### src/rtl/inference_ctrl.sv
// rtl/inference_ctrl.sv - frame streaming and result capture controller for the binarised-image CNN
module inference_ctrl #(
  parameter int FRAME_BITS = 784,
  parameter int TIMEOUT    = 4095
) (
  input  logic       clk,
  input  logic       rst_n,
  input  logic       start,
  input  logic       pix_in,
  input  logic       pix_valid,
  output logic       pix_ready,
  output logic       stream_data,
  output logic       stream_en,
  output logic       pipe_flush,
  input  logic       valid_out_fc,
  input  logic [3:0] fc_class,
  output logic [3:0] prediction,
  output logic       valid_out,
  output logic       busy,
  output logic       timeout_err
);

  localparam int               CNT_W      = (FRAME_BITS > 1) ? $clog2(FRAME_BITS) : 1;
  localparam logic [CNT_W-1:0] LAST_BEAT  = CNT_W'(FRAME_BITS - 1);
  // The timer counts completed WAIT cycles; the one holding TIMEOUT-1 is the
  // last cycle a result may still arrive, so the flag lands exactly TIMEOUT
  // cycles after WAIT entry.
  localparam logic [11:0]      TIMER_LAST = 12'(TIMEOUT - 1);

  typedef enum logic [1:0] {IDLE, FLUSH, STREAM, WAIT} state_t;

  state_t           state;
  state_t           state_nx;
  logic [CNT_W-1:0] pix_cnt;
  logic [11:0]      timer;
  logic             accept;
  logic             last_beat;
  logic             timer_hit;

  assign accept    = pix_valid && pix_ready;
  assign last_beat = (pix_cnt == LAST_BEAT);
  assign timer_hit = (timer == TIMER_LAST);

  // State register; reset drops straight to IDLE so all decoded outputs clear at once.
  always_ff @(posedge clk or negedge rst_n) begin
    if (!rst_n) begin
      state <= IDLE;
    end else begin
      state <= state_nx;
    end
  end

  // Next-state and state-decoded outputs; a result beats a simultaneous timeout.
  always_comb begin
    state_nx   = state;
    pix_ready  = 1'b0;
    pipe_flush = 1'b0;
    busy       = 1'b1;
    case (state)
      IDLE: begin
        busy = 1'b0;
        if (start) state_nx = FLUSH;
      end
      FLUSH: begin
        pipe_flush = 1'b1;
        state_nx   = STREAM;
      end
      STREAM: begin
        pix_ready = 1'b1;
        if (pix_valid && last_beat) state_nx = WAIT;
      end
      WAIT: begin
        if (valid_out_fc || timer_hit) state_nx = IDLE;
      end
      default: state_nx = IDLE;
    endcase
  end

  // Datapath: pixel forwarding, beat counter, result timer and result/flag capture.
  always_ff @(posedge clk or negedge rst_n) begin
    if (!rst_n) begin
      pix_cnt     <= '0;
      timer       <= '0;
      stream_data <= 1'b0;
      stream_en   <= 1'b0;
      prediction  <= 4'd0;
      valid_out   <= 1'b0;
      timeout_err <= 1'b0;
    end else begin
      stream_en <= accept;
      valid_out <= 1'b0;
      if (accept) stream_data <= pix_in;
      case (state)
        IDLE: begin
          if (start) timeout_err <= 1'b0;
        end
        FLUSH: begin
          pix_cnt <= '0;
          timer   <= '0;
        end
        STREAM: begin
          if (accept) pix_cnt <= last_beat ? '0 : pix_cnt + 1'b1;
        end
        WAIT: begin
          if (valid_out_fc) begin
            prediction <= fc_class;
            valid_out  <= 1'b1;
          end else if (timer_hit) begin
            timeout_err <= 1'b1;
          end else begin
            timer <= timer + 12'd1;
          end
        end
        default: ;
      endcase
    end
  end

endmodule
### config.mk
export PLATFORM = sky130hd
export DESIGN_NAME = inference_ctrl
export DESIGN_NICKNAME = d
export VERILOG_FILES = /design/src/rtl/inference_ctrl.sv
export SDC_FILE = /design/constraint.sdc
export NUM_CORES = 1
export LEC_CHECK = 0
export CAP_MARGIN = 20
export CORE_ASPECT_RATIO = 0.75
export CORE_MARGIN = 10
export CORE_UTILIZATION = 55
export CTS_CLUSTER_DIAMETER = 100
export DETAILED_ROUTE_END_ITERATION = 6
export DONT_BUFFER_PORTS = 1
export GPL_ROUTABILITY_DRIVEN = 1
export GPL_TIMING_DRIVEN = 0
export PLACE_DENSITY = 0.7
export SLEW_MARGIN = 25
export SYNTH_ARGS = -nofsm -noshare
export SYNTH_HDL_FRONTEND = slang
export SYNTH_SLANG_ARGS = --single-unit
### constraint.sdc
create_clock -name clk -period 2.5 [get_ports clk]
set_input_delay 0.5 -clock clk [delete_from_list [all_inputs] [get_ports clk]]
set_output_delay 0.5 -clock clk [all_outputs]
set_load 0.05 [all_outputs]
Word level (Yosys, flattened, before mapping)

Index checks and enable logic that the tools add are counted.

Register bits: 32
Bits of input ports: 10
Output and inout bits: 11

Add/subtract/negate cells: 2
Equality and inequality tests: 12
Muxes and demuxes: 19
Reduce and logical (&&, ||, !) cells: 12

Operators with widths:

| kind                  | number |
|---|---|
| $mux 12               | 2 |
| $pmux 12 s2           | 1 |
| $mux 10               | 2 |
| $pmux 10 s2           | 1 |
| $ne 2x2->1 const B    | 7 |
| $add 12x1->12 const B | 1 |
| $eq 12x12->1 const B  | 1 |
| $add 10x1->10 const B | 1 |
| $eq 10x10->1 const B  | 1 |
| $mux 1                | 8 |
| $pmux 2 s4            | 1 |
| $mux 2                | 3 |
| $reduce_and 3->1      | 2 |
| $reduce_bool 2->1     | 3 |
| $eq 2x2->1 const B    | 2 |
| $reduce_and 2->1      | 2 |
| $reduce_and 4->1      | 1 |
| $eq 2x1->1 const B    | 1 |
| $logic_and 1x1->1     | 2 |
| $logic_not 2->1       | 1 |
| $pmux 1 s2            | 1 |
| $logic_or 1x1->1      | 1 |

Longest topological paths before layout

Depth in word-level cells: 5
Mapped depth: 8

Worst setup path before layout

Ideal clock, no wire load.

Path type: register to register
Start: reg state[1]
End: reg timer[4]
Arrival time: 1.913 ns
Data required time: 2.379 ns
Path slack: 0.466 ns
Stages on the path, launching flop included: 7
Buffers on the path: 1
Cells stage by stage: dfrtp_1 > inv_1 > ha_1 > o21ai_1 > or2_1 > buf_2 > a22o_2

Cells in the longest elaborated chain, start to end: 3

RTL lines:

| item                                                                    | line | source |
|---|---|---|
| from (decl)                                                             | 32   | `state_t state;` |
| from (signal assigned)                                                  | 49   | `state <= state_nx;` |
| $eq 2x2->1 / $eq 2x1->1 (equally long branches)                         | 93   | `case (state)` |
| $ne 2x2->1 (no source line) / $reduce_bool 2->1 (equally long branches) | n/a  |  |
| $reduce_and 3->1 (no source line)                                       | n/a  |  |
| to (signal assigned)                                                    | 111  | `timer <= timer + 12'd1;` |
| to (decl)                                                               | 35   | `logic [11:0] timer;` |

Several ways; a longest one is shown, not always the timed one.
A chain may end at the register's enable or synchronous reset.

Final worst setup path

Ends and elaborated chain as after synthesis.

==> flow_summary.toml <==
[status]
status = "finished, final reports clean"

[grt]
first_global_vias = 1560
grt_pass1_wl_um = 7670
antenna_found_initial = 0
gr-usage-all-layers = 0.154
grt_max_degree = 33
grt-ovfl-total = 0

[detailed_routing]
drt_pass1_iterations = 4
drtIter0Drc = 200
drt_drc_violations_left = 0
viasPerCell = 6.33
wl_um = 4250
avgRoutedWirePerCell_um = 17.5
wl_met1_um = 1990
postRouteAntennaNets = 0
top_layer = "met4"
dr_wl_met2_um = 1800
route.vias.total = 1537
routed-wl-met3_um = 418

[power_and_ir_drop]
leakagePower_uw = 0.000859
vdd_ir_drop_max_mv = 0.409
p_total_uw = 1180
power.density_nw_per_um2 = 580

[floorplanning]
core_um2 = 3270
ios = 21
die_height_um = 70.2
die_x_um = 86.9
row_count = 18
die_area_um2 = 6100
initial_core_util = 0.565

[critical_path]
crit_type = "flop to flop"
arrival_ns = 2.52
cp.required_ns = 2.69
crit_path_end_kind = "flop"
critPathLaunchType = "flop"
worstPathMaxFanout = 8

[place]
post-dp-hpwl_um = 3090
pre_cts_ws_ns = 0.147
globalplace.congestion = 0.905
port_buffers = 0

[logic_synthesis]
yosysWarnings = 0
ys_types = 49
synth_area_um2 = 1850
synth_top_cell_by_area = "dfrtp_1"
yosys_most_used_dff = "dfrtp_1"
async_reset_ff_frac = 1.00
postSynthCellCount = 194
ys_seq_elements = 32
syn_nets = 212
syn_area_per_cell_um2 = 9.51
synth.top_cell.area_share = 0.434
synth_area_leaders = "dfrtp_1 (43%), nand2_1 (5.5%), ha_1 (5.4%)"
synth_edf_count = 0
yosysSeqAreaShare = 0.434

[timing]
setup_viol = 0
layout_setup_ws_ns = 0.171
hold_viol = 0
drv_slew = 0
fin_crit_sh = 0.932
rsz0062_at_grt = "false"
max-slew-margin-rel = 0.504
clock_skew_ns = 0.00578
clock.fmax_ghz = 0.429
period_needed_ns = 2.33
fin_setup_tns_ns = 0
worstMarginPinSlew_ns = 0.745

[cells_and_area]
area_growth_pct = 9.97
nets = 220
antenna_cells = 0
multi_input_area_um2 = 980
register_area_um2 = 801
drive_above_1_share = 0.138
fillCellCount = 285

[clock_network]
clkTransAtPathRegs_ns = 0.07
cts_max_level = 2
cts_inserted_buffers = 5
clock-root-buffer = "clkbuf_8"
tritoncts = "built"
clock_sinks = 32
ctsLongestPathBuffers = 2
clock_latency_ns = 0.30

[flow_run]
maxCapViolations = 0

[hold_path]
worstHoldPathType = "input pin to asynchronous set/reset pin"
## power by group
| group | internal, µW | switching (µW) |
|---|---|---|
| registers | 547 | 40.4 |
| clock network | 295 | 214 |
| logic | 32.9 | 48.9 |
| total | 874 | 303 |
## final timing paths
kind                       slack [ns]         from  depth (start not counted)       endpoint
hold / removal                   0.02        rst_n                          1    stream_data
setup / recovery                 0.17     state[1]                          6       timer[4]
setup reg to reg                 0.17     state[1]                          6       timer[4]
min in group clk                 0.35  fc_class[0]                          1  prediction[0]
max in group asynchronous        2.31        rst_n                          1       state[1]
hold reg to reg                  0.52   pix_cnt[2]                          1     pix_cnt[2]
## kinds of logic after synthesis
kind of cell / Yosys count / synth area share
AO/OA/AOI/OAI: 43 / 0.180
adder cells (fa/ha/maj): 8 / 0.0542
buffers and inverters: 16 / 0.0366
flip-flops: 32 / 0.434
multiplexers: 9 / 0.0542
AND/OR/NAND/NOR: 86 / 0.241
## cell usage after synthesis, drive strengths merged, types with 8 or more instances
| cell | n |
|---|---|
| nor2 | 15 |
| o21ai | 11 |
| nand3 | 9 |
| inv | 9 |
| mux2 | 8 |
| dfrtp | 32 |
| nand2 | 27 |
| ha | 8 |
## per-layer routing
| metal | GRT usage | vias to the layer above |
|---|---|---|
| met2 | 0.211 | 44 |
| li1 | - | 732 |
| met4 | 0.0628 | 0 |
| met5 | 0 | - |
| met3 | 0.0626 | 6 |
| met1 | 0.206 | 755 |
## critical path: stages (launching register included)
cell	delay (ns)
dfrtp_1	0.41
inv_1	0.11
ha_1	0.65
o21ai_1	0.34
or2_1	0.29
buf_2	0.16
a22o_2	0.26
## flip-flops by register name, indices dropped and copies added (netlist names)
register     cells
stream_en        1
timeout_err      1
valid_out        1
timer           12
stream_data      1
pix_cnt         10
state            2
prediction       4
## repair_timing
action	in CTS	in global routing
hold endpoints to repair	32	0
hold buffers	1	0
buffers inserted	0	0
endpoints found under the setup margin	0	2
gates resized for setup	0	1
## metrics by stage
stage / util / std cells / hold slack [ns] / cell area, µm²
final: 0.621 / 243 / 0.0204 / 2030
after global routing: 0.621 / 243 / 0.0253 / 2030
after CTS: 0.621 / 243 / 0.0270 / 2030
after detailed placement: 0.580 / 234 / 0.205 / 1900
after global placement: 0.580 / 234 / 0.205 / 1900
after floorplan: - / 194 / 0.204 / 1850
## area by class of cell
| class | instances | share of cell area |
|---|---|---|
| inverters | 9 | 0.0166 |
| clock buffers | 5 | 0.0339 |
| well taps | 40 | 0.0247 |
| multi-input cells | 146 | 0.483 |
| repair buffers | 1 | 0.00986 |
| plain buffers | 7 | 0.0166 |
| clock inverters | 3 | 0.0210 |
| flip-flops and latches | 32 | 0.395 |
## placed cells by master, fill, tap and decap left out, types with 4 or more instances in the layout
master | netlist | routed
dfrtp_1 | 32 | 32
nand2_1 | 27 | 27
nor2_1 | 15 | 15
o21ai_0 | 10 | 10
inv_1 | 9 | 9
nand3_1 | 9 | 9
mux2_2 | 7 | 7
ha_1 | 8 | 7
nand4_1 | 5 | 5
a21oi_1 | 5 | 5
nand3b_1 | 5 | 5
o221ai_1 | 5 | 5
clkbuf_8 | 0 | 5
and3_1 | 4 | 4
a31oi_1 | 4 | 4
nor4_1 | 4 | 4
Note: power is estimated with default switching activity, not from simulation.
